==> src/rtl/instruction_fetch_unit.sv <==
// MIPS fetch stage: program counter, instruction-memory handshake, skid buffer and IF/ID register.
// Redirects kill any in-flight response so the decode stage never sees a wrong-path word.
module instruction_fetch_unit #(
  parameter logic [31:0] RESET_PC = 32'h0000_0000
) (
  input  logic        Clk,
  input  logic        Rst,
  input  logic        Stall,
  input  logic        Flush,
  input  logic        BranchTaken,
  input  logic [31:0] BranchTarget,
  input  logic        Jump,
  input  logic [25:0] JumpIndex,
  input  logic        JumpReg,
  input  logic [31:0] JumpRegTarget,
  output logic        IMemReq,
  output logic [31:0] IMemAddr,
  input  logic        IMemReady,
  input  logic [31:0] IMemData,
  output logic [31:0] Instruction,
  output logic [5:0]  OpCode,
  output logic [31:0] PCPlus4,
  output logic        InstrValid
);

  typedef enum logic [1:0] {
    INIT = 2'd0,
    REQ  = 2'd1,
    KILL = 2'd2,
    HOLD = 2'd3
  } state_t;

  state_t      state_r, state_s;
  logic [31:0] fetch_addr_r, fetch_addr_s;
  logic [31:0] pending_r, pending_s;
  logic [31:0] skid_instr_r, skid_instr_s;
  logic [31:0] skid_pc4_r, skid_pc4_s;
  logic [31:0] instr_r, instr_s;
  logic [31:0] pc4_r, pc4_s;
  logic        valid_r, valid_s;
  logic        redirect_s;
  logic        load_s;
  logic [31:0] target_s;
  logic [31:0] load_instr_s;
  logic [31:0] load_pc4_s;
  logic [31:0] fetch_inc_s;

  assign fetch_inc_s = fetch_addr_r + 32'd4;

  // Redirect detection and target selection (branch > jump-register > jump)
  always_comb begin
    redirect_s = BranchTaken | JumpReg | Jump;
    if (BranchTaken) begin
      target_s = BranchTarget;
    end else if (JumpReg) begin
      target_s = JumpRegTarget;
    end else begin
      target_s = {pc4_r[31:28], JumpIndex, 2'b00};
    end
  end

  // Fetch FSM: next state, fetch address, pending target and skid buffer
  always_comb begin
    state_s      = state_r;
    fetch_addr_s = fetch_addr_r;
    pending_s    = pending_r;
    skid_instr_s = skid_instr_r;
    skid_pc4_s   = skid_pc4_r;
    load_s       = 1'b0;
    load_instr_s = IMemData;
    load_pc4_s   = fetch_inc_s;
    case (state_r)
      INIT: begin
        state_s = REQ;
        if (redirect_s) begin
          fetch_addr_s = target_s;
        end else begin
          fetch_addr_s = fetch_addr_r;
        end
      end
      REQ: begin
        if (redirect_s) begin
          // A response arriving with the redirect is dropped; otherwise wait it out in KILL
          if (IMemReady) begin
            fetch_addr_s = target_s;
          end else begin
            pending_s = target_s;
            state_s   = KILL;
          end
        end else if (IMemReady) begin
          fetch_addr_s = fetch_inc_s;
          if (Stall) begin
            skid_instr_s = IMemData;
            skid_pc4_s   = fetch_inc_s;
            state_s      = HOLD;
          end else begin
            load_s = 1'b1;
          end
        end else begin
          state_s = REQ;
        end
      end
      KILL: begin
        if (IMemReady) begin
          fetch_addr_s = redirect_s ? target_s : pending_r;
          state_s      = REQ;
        end else if (redirect_s) begin
          pending_s = target_s;
        end else begin
          state_s = KILL;
        end
      end
      HOLD: begin
        if (redirect_s) begin
          fetch_addr_s = target_s;
          state_s      = REQ;
        end else if (!Stall) begin
          load_s       = 1'b1;
          load_instr_s = skid_instr_r;
          load_pc4_s   = skid_pc4_r;
          state_s      = REQ;
        end else begin
          state_s = HOLD;
        end
      end
      default: begin
        state_s = INIT;
      end
    endcase
  end

  // IF/ID update: flush beats stall beats load
  always_comb begin
    instr_s = instr_r;
    pc4_s   = pc4_r;
    valid_s = valid_r;
    if (redirect_s | Flush) begin
      instr_s = 32'h0000_0000;
      valid_s = 1'b0;
    end else if (Stall) begin
      valid_s = valid_r;
    end else if (load_s) begin
      instr_s = load_instr_s;
      pc4_s   = load_pc4_s;
      valid_s = 1'b1;
    end else begin
      valid_s = valid_r;
    end
  end

  // State and datapath registers
  always_ff @(posedge Clk or posedge Rst) begin
    if (Rst) begin
      state_r      <= INIT;
      fetch_addr_r <= RESET_PC;
      pending_r    <= 32'h0000_0000;
      skid_instr_r <= 32'h0000_0000;
      skid_pc4_r   <= 32'h0000_0000;
      instr_r      <= 32'h0000_0000;
      pc4_r        <= 32'h0000_0000;
      valid_r      <= 1'b0;
    end else begin
      state_r      <= state_s;
      fetch_addr_r <= fetch_addr_s;
      pending_r    <= pending_s;
      skid_instr_r <= skid_instr_s;
      skid_pc4_r   <= skid_pc4_s;
      instr_r      <= instr_s;
      pc4_r        <= pc4_s;
      valid_r      <= valid_s;
    end
  end

  assign IMemReq     = (state_r == REQ) | (state_r == KILL);
  assign IMemAddr    = fetch_addr_r;
  assign Instruction = instr_r;
  assign OpCode      = instr_r[31:26];
  assign PCPlus4     = pc4_r;
  assign InstrValid  = valid_r;

endmodule

==> config.mk <==
export PLATFORM = sky130hd
export DESIGN_NAME = instruction_fetch_unit
export DESIGN_NICKNAME = d
export VERILOG_FILES = /design/src/rtl/instruction_fetch_unit.sv
export SDC_FILE = /design/constraint.sdc
export NUM_CORES = 1
export LEC_CHECK = 0
export BUFFER_PORTS_ARGS = -buffer_cell sky130_fd_sc_hd__buf_4
export CAP_MARGIN = 20
export CORE_ASPECT_RATIO = 0.5
export CORE_UTILIZATION = 35
export CTS_CLUSTER_SIZE = 20
export DETAILED_ROUTE_END_ITERATION = 7
export GPL_ROUTABILITY_DRIVEN = 0
export SLEW_MARGIN = 20
export SYNTH_ARGS = -nofsm -noshare
export SYNTH_HDL_FRONTEND = slang
export SYNTH_SLANG_ARGS = --single-unit
==> constraint.sdc <==
create_clock -name Clk -period 15.25 [get_ports Clk]
set_input_delay 0.7625 -clock Clk [delete_from_list [all_inputs] [get_ports Clk]]
set_output_delay 0.7625 -clock Clk [all_outputs]
set_load 0.01 [all_outputs]
==> impl_metrics.json <==
{
  "outcome": "finished with violations",
  "violations": "DRC",
  "fin_hold_ws_ps": 349,
  "p_leak_uw": 0.00622,
  "dp_hpwl_um": 22500,
  "crit_path_end_kind": "flop",
  "crit_start": "state_r[1]$_DFFE_PP0P_",
  "cpMaxStageDelayCell": "buf_4",
  "synth_ff_type": "dfrtp_1",
  "period_needed_ps": 3120,
  "grt-ovfl-total": 0,
  "clk_latency_ps": 460,
  "power.density_nw_per_um2": 168,
  "fin_ws_ps": 12130,
  "max-slew-margin-rel_pct": 32.1,
  "cts.path.max_buffers": 2,
  "synth_cell_types": 60,
  "clkSinkCount": 195,
  "ctsResizeCount": 0,
  "rsz0062_at_grt": "false",
  "grt_pass1_vias": 8871,
  "port_buffers": 233,
  "grt_pass1_wl_um": 50200,
  "vias_per_cell": 5.44,
  "ys_seq_elements": 195,
  "fmax_mhz": 321,
  "synthCells": 1141,
  "async_flop_share_pct": 100,
  "io_pins": 234,
  "cap_violations": 0,
  "core_area_sq_um": 29300,
  "synth_edf_count": 0,
  "cp.required_ps": 15590,
  "drv_slew": 0,
  "cts-hold-fix-buffers": 0,
  "synth_warnings": 0,
  "finalHoldViolations": 0,
  "startpoint_type": "flop",
  "crit_path_max_fanout": 89,
  "skew_ps": 12.9,
  "critical_path_class": "flop to flop",
  "cts_root_buf": "clkbuf_16",
  "final-setup-viol-count": 0,
  "syn_area_sq_um": 10600,
  "antenna_found_initial": 0,
  "slowest_delay_ps": 710,
  "die_x_um": 248,
  "num_rows": 44,
  "num_antenna_cells": 0,
  "regToRegStartpoint": "state_r[1]$_DFFE_PP0P_",
  "initial_core_util_pct": 36.0,
  "final_layout_size_suffix_gt1_share_pct": 27.2,
  "design.die.area_sq_um": 30900,
  "dp_slack_ps": 11930,
  "wl_per_cell_um": 18.6,
  "worstPathArrival_ps": 3450,
  "cts_buffers": 17,
  "antenna_left": 0,
  "cts_tree": "built",
  "die_h_um": 125,
  "finalWirelength_um": 31800,
  "drc": 7,
  "clk_pin_slew_worst_paths_ps": 70,
  "yosysSeqAreaShare_pct": 46.2,
  "routed-via-count": 9314,
  "h-tree-depth": 4,
  "fin_util_pct": 44.8,
  "total_power_uw": 2210,
  "first_pass_iters": 8,
  "regToRegSetupSlack_ps": 12130,
  "tightest_slew_ps": 1020,
  "fin_crit_sh_pct": 20.4,
  "synth_nets": 1276,
  "synth_area_per_cell_sq_um": 9.27,
  "setup_tns_ps": 0,
  "postCtsSetupBuffers": 0,
  "peakVddDrop_v": 0.0000895,
  "hold_path_class": "primary input to async pin",
  "first_iter_violations": 1021,
  "cp_cell_sequence": "inv_1 > ha_1 > and2_1 > and3_4 > buf_4 > mux2_2",
  "grt_max_degree": 90,
  "grt.total_usage_pct": 20.7,
  "nets": 1444,
  "area_growth_pct": 24.2
}
-- cells in the final DEF (no fill, tap or decap), types with 5 or more instances in the layout --
cell	netlist	layout
buf_4	8	247
dfrtp_1	195	195
nand2_1	136	135
o21ai_0	129	129
nor2_1	87	87
a21oi_1	82	82
mux2_2	66	66
mux2i_1	61	61
nand3_1	36	36
and3_1	23	22
xnor2_1	22	22
nor3_1	23	21
a211oi_1	17	17
nand4_1	17	17
clkbuf_16	0	17
inv_1	12	11
a31oi_1	11	11
nor4_1	12	11
o211ai_1	9	9
nor2b_1	8	8
a21o_1	7	7
and4_1	7	7
o22ai_1	6	6
xor2_1	6	6
nand2b_1	5	5
a22o_1	5	5
a22oi_1	5	5
ha_1	5	5
-- state kept, by name, summed over array words and instances (netlist names) --
signal and flops:
skid_instr_r 32, IMemAddr 32, skid_pc4_r 32, InstrValid 1
Instruction 32, pending_r 32, state_r 2, PCPlus4 32
-- worst paths after layout --
kind | to | depth (start not counted)
max | skid_instr_r[23]$_DFFE_PP0P_ | 6
min | Instruction[14]$_DFFE_PP0P_ | 2
max reg2reg | skid_instr_r[23]$_DFFE_PP0P_ | 6
min reg2reg | pending_r[10]$_DFFE_PP0P_ | 2
max in group asynchronous | IMemAddr[5]$_DFFE_PP0P_ | 3
min in group Clk | pending_r[10]$_DFFE_PP0P_ | 2
-- cells by family (layout without fill, tap and decap cells) --
group,Yosys count,count (layout),share of synthesized area [%]
and+or+nand+nor,374,374,16.8
adders and majority gates,5,5,0.592
DFF,195,195,46.2
xor gates and xnor gates,28,28,2.32
AOI/OAI and AO/OA,302,302,16.7
muxes,127,127,12.8
buffers and inverters,110,290,4.71
-- Yosys cell counts, types with 4 or more instances --
cell       count  area [sq um]
dfrtp_1      195          4880
nand2_1      136           510
o21ai_0      129           646
nor2_1        87           327
a21oi_1       82           410
mux2_2        66           743
mux2i_1       61           611
clkbuf_1      58           218
nand3_1       36           180
and3_1        23           144
nor3_1        23           115
xnor2_1       22           193
buf_2         20           100
a211oi_1      17           128
nand4_1       17           106
inv_1         12          45.0
nor4_1        12          75.1
a31oi_1       11          68.8
o211ai_1       9          67.6
buf_1          8          30.0
buf_4          8          60.1
nor2b_1        8          50.1
a21o_1         7          52.6
and4_1         7          61.3
o22ai_1        6          37.5
xor2_1         6          52.6
a22o_1         5          43.8
a22oi_1        5          37.5
ha_1           5          62.6
nand2b_1       5          31.3
a211o_1        4          35.0
buf_6          4          45.0
o2bb2ai_1      4          35.0
o31ai_1        4          30.0
-- layout make-up --
type,instances,area (sq um)
Sequential cell,195,4880
Tap cell,391,489
Clock buffer,19,443
Inverter,12,52.6
Timing Repair Buffer,247,1850
Fill cell,2840,16200
Multi-Input combinational cell,836,5240
Clock inverter,12,181
-- stage by stage --
stage / instance area, sq um / std cells
CTS: 13100 / 1712
finish: 13100 / 1712
global placement: 12500 / 1681
detailed placement: 12500 / 1681
floorplan: 10600 / 1141
global route: 13100 / 1712
-- power breakdown --
| part | leakage, uW | switching (uW) | total [uW] | internal [uW] |
|---|---|---|---|---|
| registers | 0.00252 | 185 | 899 | 714 |
| logic | 0.00340 | 462 | 827 | 365 |
| clock network | 0.000292 | 207 | 486 | 278 |
| total | 0.00622 | 854 | 2210 | 1360 |
-- worst max-delay path: cells and delay by family, from the launching register on --
family / cells / cell delay (ps)
buffers and inverters: 2 / 800
muxes: 1 / 420
DFF: 1 / 420
and+or+nand+nor: 2 / 720
adders and majority gates: 1 / 500
-- per-layer routing --
layer	vias up	track usage, %	part of all wire, %
met5	-	0	0
met3	27	3.47	6.5
met1	4514	30.1	46
met4	0	5.23	1.0
li1	4412	-	-
met2	361	31.9	46
Power figures use the tool's default switching activity.
